`src/rtl/jpeg_enc_pkg.sv`:
```
// Shared constants and address helpers for the JPEG encoder front end.
// Block geometry defaults match the baseline 8x8 DCT block.
package jpeg_enc_pkg;

   localparam int JPEG_DATA_WIDTH  = 8;
   localparam int JPEG_BLOCK_W     = 8;
   localparam int JPEG_BLOCK_H     = 8;
   localparam int JPEG_BLOCK_DEPTH = JPEG_BLOCK_W * JPEG_BLOCK_H;

   // Beat index k of a column-major stream lands at row k%H, column k/H.
   function automatic logic [5:0] raster_to_col_addr(input logic [5:0] idx);
      return {idx[2:0], idx[5:3]};
   endfunction

endpackage

```
`src/rtl/jpeg_block_bank.sv`:
```
// One block of sample storage: single-sample write, whole-block write,
// and the full block presented as a packed bus with sample 0 in the MSBs.
module jpeg_block_bank
   import jpeg_enc_pkg::*;
#(
   parameter int  DATA_WIDTH = JPEG_DATA_WIDTH,
   parameter int  DEPTH      = JPEG_BLOCK_DEPTH,
   localparam int IDX_W      = $clog2(DEPTH)
) (
   input  logic                        clock,
   input  logic                        reset_n,
   input  logic                        wr_en_i,
   input  logic [IDX_W-1:0]            wr_addr_i,
   input  logic [DATA_WIDTH-1:0]       wr_data_i,
   input  logic                        blk_we_i,
   input  logic [DATA_WIDTH*DEPTH-1:0] blk_data_i,
   output logic [DATA_WIDTH*DEPTH-1:0] rd_data_o
);

   logic [DATA_WIDTH-1:0] mem_q [DEPTH];

   always_ff @(posedge clock or negedge reset_n) begin
      if (!reset_n) begin
         for (int i = 0; i < DEPTH; i++) mem_q[i] <= '0;
      end else if (blk_we_i) begin
         for (int i = 0; i < DEPTH; i++)
            mem_q[i] <= blk_data_i[DATA_WIDTH*(DEPTH-i)-1 -: DATA_WIDTH];
      end else if (wr_en_i) begin
         mem_q[wr_addr_i] <= wr_data_i;
      end
   end

   for (genvar g = 0; g < DEPTH; g++) begin : g_rd
      assign rd_data_o[DATA_WIDTH*(DEPTH-g)-1 -: DATA_WIDTH] = mem_q[g];
   end

endmodule

```
`src/rtl/jpeg_block_pingpong_buffer.sv`:
```
// Ping-pong block buffer: fills one bank per pixel or per whole block while
// the other bank is presented downstream as a packed block.
module jpeg_block_pingpong_buffer
   import jpeg_enc_pkg::*;
#(
   parameter int  DATA_WIDTH = JPEG_DATA_WIDTH,
   parameter int  BLOCK_W    = JPEG_BLOCK_W,
   parameter int  BLOCK_H    = JPEG_BLOCK_H,
   localparam int DEPTH      = BLOCK_W * BLOCK_H,
   localparam int IDX_W      = $clog2(DEPTH)
) (
   input  logic                        clock,
   input  logic                        reset_n,
   input  logic                        flush,
   input  logic                        transpose_en,
   input  logic                        pix_valid,
   output logic                        pix_ready,
   input  logic [DATA_WIDTH-1:0]       pix_data,
   input  logic                        blk_valid,
   output logic                        blk_ready,
   input  logic [DATA_WIDTH*DEPTH-1:0] blk_data,
   output logic                        out_valid,
   input  logic                        out_ready,
   output logic [DATA_WIDTH*DEPTH-1:0] out_data,
   output logic                        out_transposed,
   output logic [1:0]                  level,
   output logic [IDX_W:0]              fill_count
);

   logic [1:0]     full_q, full_d;
   logic [1:0]     tbit_q, tbit_d;
   logic           wr_bank_q, wr_bank_d;
   logic           rd_bank_q, rd_bank_d;
   logic           cur_tr_q, cur_tr_d;
   logic [IDX_W:0] fill_count_q, fill_count_d;
   logic [1:0]     level_q, level_d;

   logic             blk_acc, pix_acc, out_acc, last_beat, complete, tr_cur;
   logic [IDX_W-1:0] fill_lo, col_addr, wr_addr;
   logic [DATA_WIDTH*DEPTH-1:0] bank_rd [2];

   assign blk_ready = !full_q[wr_bank_q] && (fill_count_q == '0);
   assign pix_ready = !full_q[wr_bank_q] && !(blk_valid && blk_ready);

   // flush suppresses every handshake in its cycle
   assign blk_acc = blk_valid && blk_ready && !flush;
   assign pix_acc = pix_valid && pix_ready && !flush;
   assign out_acc = out_valid && out_ready && !flush;

   // Write order is frozen at the first pixel of a block.
   assign tr_cur    = (fill_count_q == '0) ? transpose_en : cur_tr_q;
   assign fill_lo   = fill_count_q[IDX_W-1:0];
   assign col_addr  = (fill_lo % IDX_W'(BLOCK_H)) * IDX_W'(BLOCK_W) + fill_lo / IDX_W'(BLOCK_H);
   assign wr_addr   = tr_cur ? col_addr : fill_lo;
   assign last_beat = pix_acc && (fill_count_q == (IDX_W+1)'(DEPTH-1));
   assign complete  = last_beat || blk_acc;

   always_comb begin
      full_d       = full_q;
      tbit_d       = tbit_q;
      wr_bank_d    = wr_bank_q;
      rd_bank_d    = rd_bank_q;
      cur_tr_d     = cur_tr_q;
      fill_count_d = fill_count_q;
      if (flush) begin
         full_d       = '0;
         wr_bank_d    = 1'b0;
         rd_bank_d    = 1'b0;
         fill_count_d = '0;
      end else begin
         if (out_acc) begin
            full_d[rd_bank_q] = 1'b0;
            rd_bank_d         = !rd_bank_q;
         end
         if (complete) begin
            full_d[wr_bank_q] = 1'b1;
            wr_bank_d         = !wr_bank_q;
         end
         if (blk_acc) tbit_d[wr_bank_q] = 1'b0;
         if (pix_acc) begin
            cur_tr_d = tr_cur;
            if (fill_count_q == '0) tbit_d[wr_bank_q] = transpose_en;
            fill_count_d = last_beat ? '0 : fill_count_q + 1'b1;
         end
      end
      level_d = {1'b0, full_d[0]} + {1'b0, full_d[1]};
   end

   always_ff @(posedge clock or negedge reset_n) begin
      if (!reset_n) begin
         full_q       <= '0;
         tbit_q       <= '0;
         wr_bank_q    <= 1'b0;
         rd_bank_q    <= 1'b0;
         cur_tr_q     <= 1'b0;
         fill_count_q <= '0;
         level_q      <= '0;
      end else begin
         full_q       <= full_d;
         tbit_q       <= tbit_d;
         wr_bank_q    <= wr_bank_d;
         rd_bank_q    <= rd_bank_d;
         cur_tr_q     <= cur_tr_d;
         fill_count_q <= fill_count_d;
         level_q      <= level_d;
      end
   end

   for (genvar b = 0; b < 2; b++) begin : g_bank
      jpeg_block_bank #(
         .DATA_WIDTH (DATA_WIDTH),
         .DEPTH      (DEPTH)
      ) u_bank (
         .clock      (clock),
         .reset_n    (reset_n),
         .wr_en_i    (pix_acc && (wr_bank_q == 1'(b))),
         .wr_addr_i  (wr_addr),
         .wr_data_i  (pix_data),
         .blk_we_i   (blk_acc && (wr_bank_q == 1'(b))),
         .blk_data_i (blk_data),
         .rd_data_o  (bank_rd[b])
      );
   end

   assign out_valid      = full_q[rd_bank_q];
   assign out_data       = bank_rd[rd_bank_q];
   assign out_transposed = tbit_q[rd_bank_q];
   assign level          = level_q;
   assign fill_count     = fill_count_q;

endmodule

```
`config.mk`:
```
export PLATFORM = sky130hd
export DESIGN_NAME = jpeg_block_pingpong_buffer
export DESIGN_NICKNAME = d
export VERILOG_FILES = /design/src/rtl/jpeg_enc_pkg.sv /design/src/rtl/jpeg_block_bank.sv /design/src/rtl/jpeg_block_pingpong_buffer.sv
export SDC_FILE = /design/constraint.sdc
export NUM_CORES = 2
export LEC_CHECK = 0
export ABC_AREA = 1
export CAP_MARGIN = 10
export CELL_PAD_IN_SITES_DETAIL_PLACEMENT = 1
export CELL_PAD_IN_SITES_GLOBAL_PLACEMENT = 1
export CORE_MARGIN = 8
export CORE_UTILIZATION = 40
export CTS_CLUSTER_DIAMETER = 150
export DETAILED_ROUTE_END_ITERATION = 10
export PLACE_DENSITY = 0.95
export SYNTH_ARGS = -nofsm -noshare
export SYNTH_HDL_FRONTEND = slang
export SYNTH_HIERARCHICAL = 1
export SYNTH_SLANG_ARGS = --single-unit
```
`constraint.sdc`:
```
create_clock -name clock -period 7.85 [get_ports clock]
set_input_delay 1.57 -clock clock [delete_from_list [all_inputs] [get_ports clock]]
set_output_delay 1.57 -clock clock [all_outputs]
set_load 0.02 [all_outputs]
```
### Word-level counts from Yosys, hierarchy flattened

Cells that the tools add are included.

* bits in registers: 1040
* input port bits: 527
* output and inout bits: 525
* word-level logic and storage cells: 223

* multiplexer cells: 39
* reductions and logical operators: 29
* $add $sub $neg: 3
* magnitude comparators: 7
* bitwise gates (word level): 9
* equality and inequality tests: 1

Operators by type and width (count)
* two-way mux 512 bit: 7
* bitwise mux 512 bit: 2
* demux 8 bit (select 6 bit): 1
* two-way mux 7 bit: 3
* logical AND 1 bit: 16
* two-way mux 2 bit: 8
* two-way mux 1 bit: 13
* nonzero test 2 bit: 5
* two-way mux 8 bit: 1
* adder 7 x 1 -> 7 bit (second input constant): 1
* equality test 7 x 6 -> 1 bit (second input constant): 1
* greater-or-equal comparator 7 bit (second input constant): 1
* logical NOT 7 bit: 1
* < comparator 7 x 1 -> 1 bit (second input constant): 1
* inverter 6 -> 7 bit: 1
* adder 6 x 3 -> 6 bit: 1
* two-way mux 6 bit: 1
* logical NOT 1 bit: 5
* bitwise AND 2 bit: 2
* < comparator 1 x 2 -> 1 bit (second input constant): 2
* inverter 2 bit: 2
* adder 1 x 1 -> 2 bit: 1
* bitwise mux 2 bit: 1
* demux 1 bit (select 1 bit): 2
* 7 further kinds: 9

### Logic depth before layout (Yosys ltp)

* word-level depth: 14
* gate-level depth with buffers: 19

### Cells and area by module

The synthesis kept the hierarchy.

Modules (own cells, without submodules)
* jpeg_block_bank: area each 28309.7 sq um, sequential area each 12812.3 sq um, instances 2, cells an instance 3993
* jpeg_block_pingpong_buffer: area each 7345.8 sq um, sequential area each 400.4 sq um, instances 1, cells an instance 1801

### Worst setup path before layout

OpenSTA, ideal clock, no wires.

* kind: input-to-reg
* start: in transpose_en
* end: reg g_bank[0].u_bank.mem_q (netlist bit g_bank[0].u_bank/rd_data_o[176])
* cell stages on the path: 12
* path slack: 4.451 ns
* setup time: 0.066 ns
* arrival: 3.333 ns
* cells stage by stage: inv_1 > nor2_1 > o21bai_2 > buf_2 > o21ai_0 > buf_6 > nand3_4 > nor2_4 > nand2_4 > nand2_4 > nand2_1 > nand2_1

* longest elaborated chain between the ends: 10
* elaborated cells on any way between the ends: 11
* those cells by class: 2 x order compare; 7 x mux; 1 x bitwise; 1 x reduce/logical

RTL lines
* from (decl): line jpeg_block_pingpong_buffer.sv:15 `input logic transpose_en,`
* two-way mux 1 bit *: line jpeg_block_pingpong_buffer.sv:51 `assign tr_cur = (fill_count_q == '0) ? transpose_en : cur_tr_q;`
* two-way mux 6 bit *: line jpeg_block_pingpong_buffer.sv:54 `assign wr_addr = tr_cur ? col_addr : fill_lo;`
* named net wr_addr[3]: line jpeg_block_pingpong_buffer.sv:39 `logic [IDX_W-1:0] fill_lo, col_addr, wr_addr;`
* inverter 6 -> 7 bit (implied by the code) *: line jpeg_block_bank.sv:29 `mem_q[wr_addr_i] <= wr_data_i;`
* greater-or-equal comparator 7 bit (implied by the code) or < comparator 7 x 1 -> 1 bit (tied branches): line jpeg_block_bank.sv:29
* logical AND 1 bit (implied by the code): line jpeg_block_bank.sv:29
* two-way mux 8 bit (implied by the code): line jpeg_block_bank.sv:29
* demux 8 bit (select 6 bit) *: line jpeg_block_bank.sv:29
* bitwise mux 512 bit *: line jpeg_block_bank.sv:29
* two-way mux 512 bit *: line jpeg_block_bank.sv:28 `end else if (wr_en_i) begin`
* two-way mux 512 bit *: line jpeg_block_bank.sv:25 `end else if (blk_we_i) begin`
* to (signal, indexed assignment): line jpeg_block_bank.sv:27 `mem_q[i] <= blk_data_i[DATA_WIDTH*(DEPTH-i)-1 -: DATA_WIDTH];`
* to (signal, indexed assignment): line jpeg_block_bank.sv:29
* to (decl): line jpeg_block_bank.sv:20 `logic [DATA_WIDTH-1:0] mem_q [DEPTH];`

The timed path passes the listed nets; every way through them passes the cells marked *. The select of a mux whose other input is x is not followed.
A chain may end at the register's enable or synchronous reset.

### Final worst setup path

* start: reg rd_bank_q
* end: out out_data[493]

* longest elaborated chain between the ends: 4

RTL lines
* from (decl): line jpeg_block_pingpong_buffer.sv:33 `logic rd_bank_q, rd_bank_d;`
* from (signal assigned): line jpeg_block_pingpong_buffer.sv:102 `rd_bank_q <= rd_bank_d;`
* inverter 1 -> 2 bit (implied by the code): line jpeg_block_pingpong_buffer.sv:126 `assign out_data = bank_rd[rd_bank_q];`
* two-way mux 512 bit (implied by the code) (3 in series): line jpeg_block_pingpong_buffer.sv:126
* to (decl): line jpeg_block_pingpong_buffer.sv:24 `output logic [DATA_WIDTH*DEPTH-1:0] out_data,`

No other way between the ends. The select of a mux whose other input is x is not followed.

==> impl_metrics.py <==
metrics = {
    "cts": {
        "clockBufferDepth": 3,
        "ctsHoldBuffers": 0,
        "clk_latency_ns": 0.79,
        "clkTransAtPathRegs_ns": 0.06,
        "cts_setup_buffers": 0,
        "cts_max_level": 4,
        "clock_sinks": 1040,
        "cts_tree": "done",
        "cts_resized": 0,
        "root_buffer": "clkbuf_16",
        "numCtsBuffers": 130,
    },
    "status": {
        "status": "completed",
    },
    "power": {
        "irDropWorstVdd_uv": 208,
        "p_leak_nw": 44.6,
        "power_density_nw_per_um2": 218,
    },
    "logic_synthesis": {
        "ys_types": 37,
        "netlist_instances": 9787,
        "yosys_register_bits": 1040,
        "postSynthAreaPerCell_sq_um": 6.54,
        "netlist_area_sq_um": 64000,
        "synthesis.nets": 10317,
        "yosys_warnings": 6,
        "yosys.area.top_type": "dfrtp_1",
        "synth_top_area_share_pct": 40.7,
        "synth_area_leaders": "dfrtp_1 (41%), nand2_1 (37%), nand3_1 (9.9%), nand2_4 (3.1%), nor2_4 (1.8%)",
        "yosysSeqAreaShare_pct": 40.7,
    },
    "critical_path": {
        "start_kind": "register",
        "rr_worst_depth": 15,
        "rr_startpoint": "fill_count[0]",
        "end_kind": "output pin",
        "path_class": "reg -> out",
        "worstPathRequired_ns": 6.28,
        "critPathArrivalTime_ns": 4.66,
        "r2r-end": "g_bank[0].u_bank/rd_data_o[22]",
        "r2r_slack_ns": 2.70,
        "crit_path_max_fanout": 187,
    },
    "cells_and_area": {
        "drive_above_1_share_pct": 7.06,
        "fillCellCount": 20609,
        "final_util_pct": 50.6,
        "syn_to_final_growth_pct": 25.4,
        "final_cell_mix": "nand2_1 (6380), nand3_1 (1267), clkdlybuf4s50_1 (1050)",
        "num-nets-final": 11069,
        "layout_commonest_cell": "nand2_1",
        "final_cells": 12754,
    },
    "placed_design": {
        "gp_congestion": 0.961,
        "dp_cells": 12479,
        "place.port_buffers": 1051,
        "hpwl_um": 232000,
    },
    "routing": {
        "via_count": 76515,
        "drc_errors": 0,
        "ant_nets": 0,
        "finalWirelength_um": 360000,
        "drt_pre_antenna_iters": 8,
        "viasPerCell": 6.00,
        "initialDrtViolationCount": 8672,
        "post_drt_wl_per_cell_um": 28.2,
    },
    "floorplanning": {
        "fp.dieW_um": 416,
        "dieArea_sq_um": 173000,
        "ioPinCount": 1052,
        "core_area_sq_um": 159000,
        "rows": 146,
        "start_util_pct": 40.3,
        "die_h_um": 416,
    },
    "global_routing": {
        "grt_start_max_net_pins": 195,
        "grt_pass1_wl_um": 528000,
        "grt_pass1_vias": 80100,
        "grt_overflow": 0,
        "grt_antenna_before_repair": 52,
        "grt_usage_pct": 39.9,
    },
    "run": {
        "drv_cap": 0,
    },
    "sta": {
        "slew_headroom_pct": 6.20,
        "finalCritPeriodShare_pct": 79.3,
        "drv_slew": 0,
        "hold_viol": 0,
        "timing.fmax_mhz": 161,
        "min_period_ns": 6.23,
        "worst_pin_slew_ns": 1.41,
        "rsz0062_at_grt": "false",
        "fin_setup_tns_ns": 0,
        "skew_ns": 0.0303,
        "setup_violations": 0,
    },
    "hold_path": {
        "min_to": "g_bank[1].u_bank/rd_data_o[1]",
        "worstHoldStart": "g_bank[1].u_bank/rd_data_o[1]",
        "min_path_type": "reg -> reg",
        "hold_depth": 2,
    },
}
## cells in the mapped netlist (all sizes together)
library cell  number
ha                 3
nor2             130
buf              272
xor2               2
clkinv            18
dfrtp           1040
nand4              5
nand3b             1
o21ai             77
nand3           1339
nand2           6594
o21bai             2
xnor2              1
a21oi              7
inv               33
a31oi              2
nor3               2
o22ai              3
clkbuf           256
## worst max-delay path, cell delays in order, from the launching register on
cell and delay (ns):
dfrtp_4 1.05, buf_4 0.56, buf_12 0.52, nand2_1 0.10
nand2_1 0.36, clkdlybuf4s50_1 0.70
## final cells by class
cell class	instances	area [sq um]	area share (%)
antenna	44	110	0.137
clock buffer	189	3890	4.85
clock inverter	42	499	0.622
inverter	51	287	0.357
multi-input combinational	8168	35300	44.0
sequential	1040	26000	32.4
tap	2072	2590	3.23
timing repair buffer	1148	11500	14.3
## through the flow
step / worst slack [ns] / cell area, sq um / hold slack, ns / power [mW]
after CTS: 1.87 / 80100 / 0.494 / 17.3
final: 1.62 / 80200 / 0.489 / 17.5
after floorplan: 4.45 / 64000 / 0.449 / 8.49
after global routing: 1.64 / 80200 / 0.508 / 17.9
after global placement: 1.99 / 75700 / 0.461 / 10.8
after detailed placement: 1.75 / 75700 / 0.469 / 11.0
## where the power goes
| group | internal [mW] | total [mW] | switching (mW) | leakage [nW] |
|---|---|---|---|---|
| Clock | 3.72 | 6.38 | 2.66 | 2.17 |
| Sequential | 5.90 | 6.25 | 0.348 | 14.3 |
| Combinational | 1.58 | 4.83 | 3.25 | 28.1 |
| Total | 11.2 | 17.5 | 6.26 | 44.6 |
## worst max-delay path by stage
stage                       startpoint                         endpoint  slack (ns)
final                        rd_bank_q                    out_data[493]        1.62
after global routing         rd_bank_q                    out_data[493]        1.64
after CTS                    rd_bank_q                    out_data[493]        1.87
after detailed placement         flush  g_bank[1].u_bank/rd_data_o[435]        1.75
after global placement       blk_valid  g_bank[1].u_bank/rd_data_o[476]        1.99
after floorplan           transpose_en  g_bank[0].u_bank/rd_data_o[176]        4.45
## flip-flops by register name (all words and copies together), names as in the netlist, named ones only
signal / cells
full_q: 2
level: 2
rd_bank_q: 1
fill_count: 7
wr_bank_q: 1
g_bank.u_bank/rd_data_o: 1024
cur_tr_q: 1
## cells by family (layout without fill, tap and decap cells)
group                      after synthesis  count (layout)  synth area share, %
and+or+nand+nor                       8071            8071                 54.3
other                                    0              44                    0
adders and majority gates                3               3               0.0587
buffers and inverters                  579            1430                 4.17
DFF                                   1040            1040                 40.7
xor gates and xnor gates                 3               3               0.0411
AOI/OAI and AO/OA                       91              91                0.753
## routing by layer
metal / vias to the layer above / GRT usage (%) / wire length [um]
li1: 32109 / - / -
met3: 1648 / 10.5 / 36000
met4: 10 / 35.1 / 38300
met1: 37694 / 45.8 / 126000
met5: - / 0 / 74
met2: 5054 / 61.2 / 159000
Note: power is estimated with default switching activity, not from simulation.
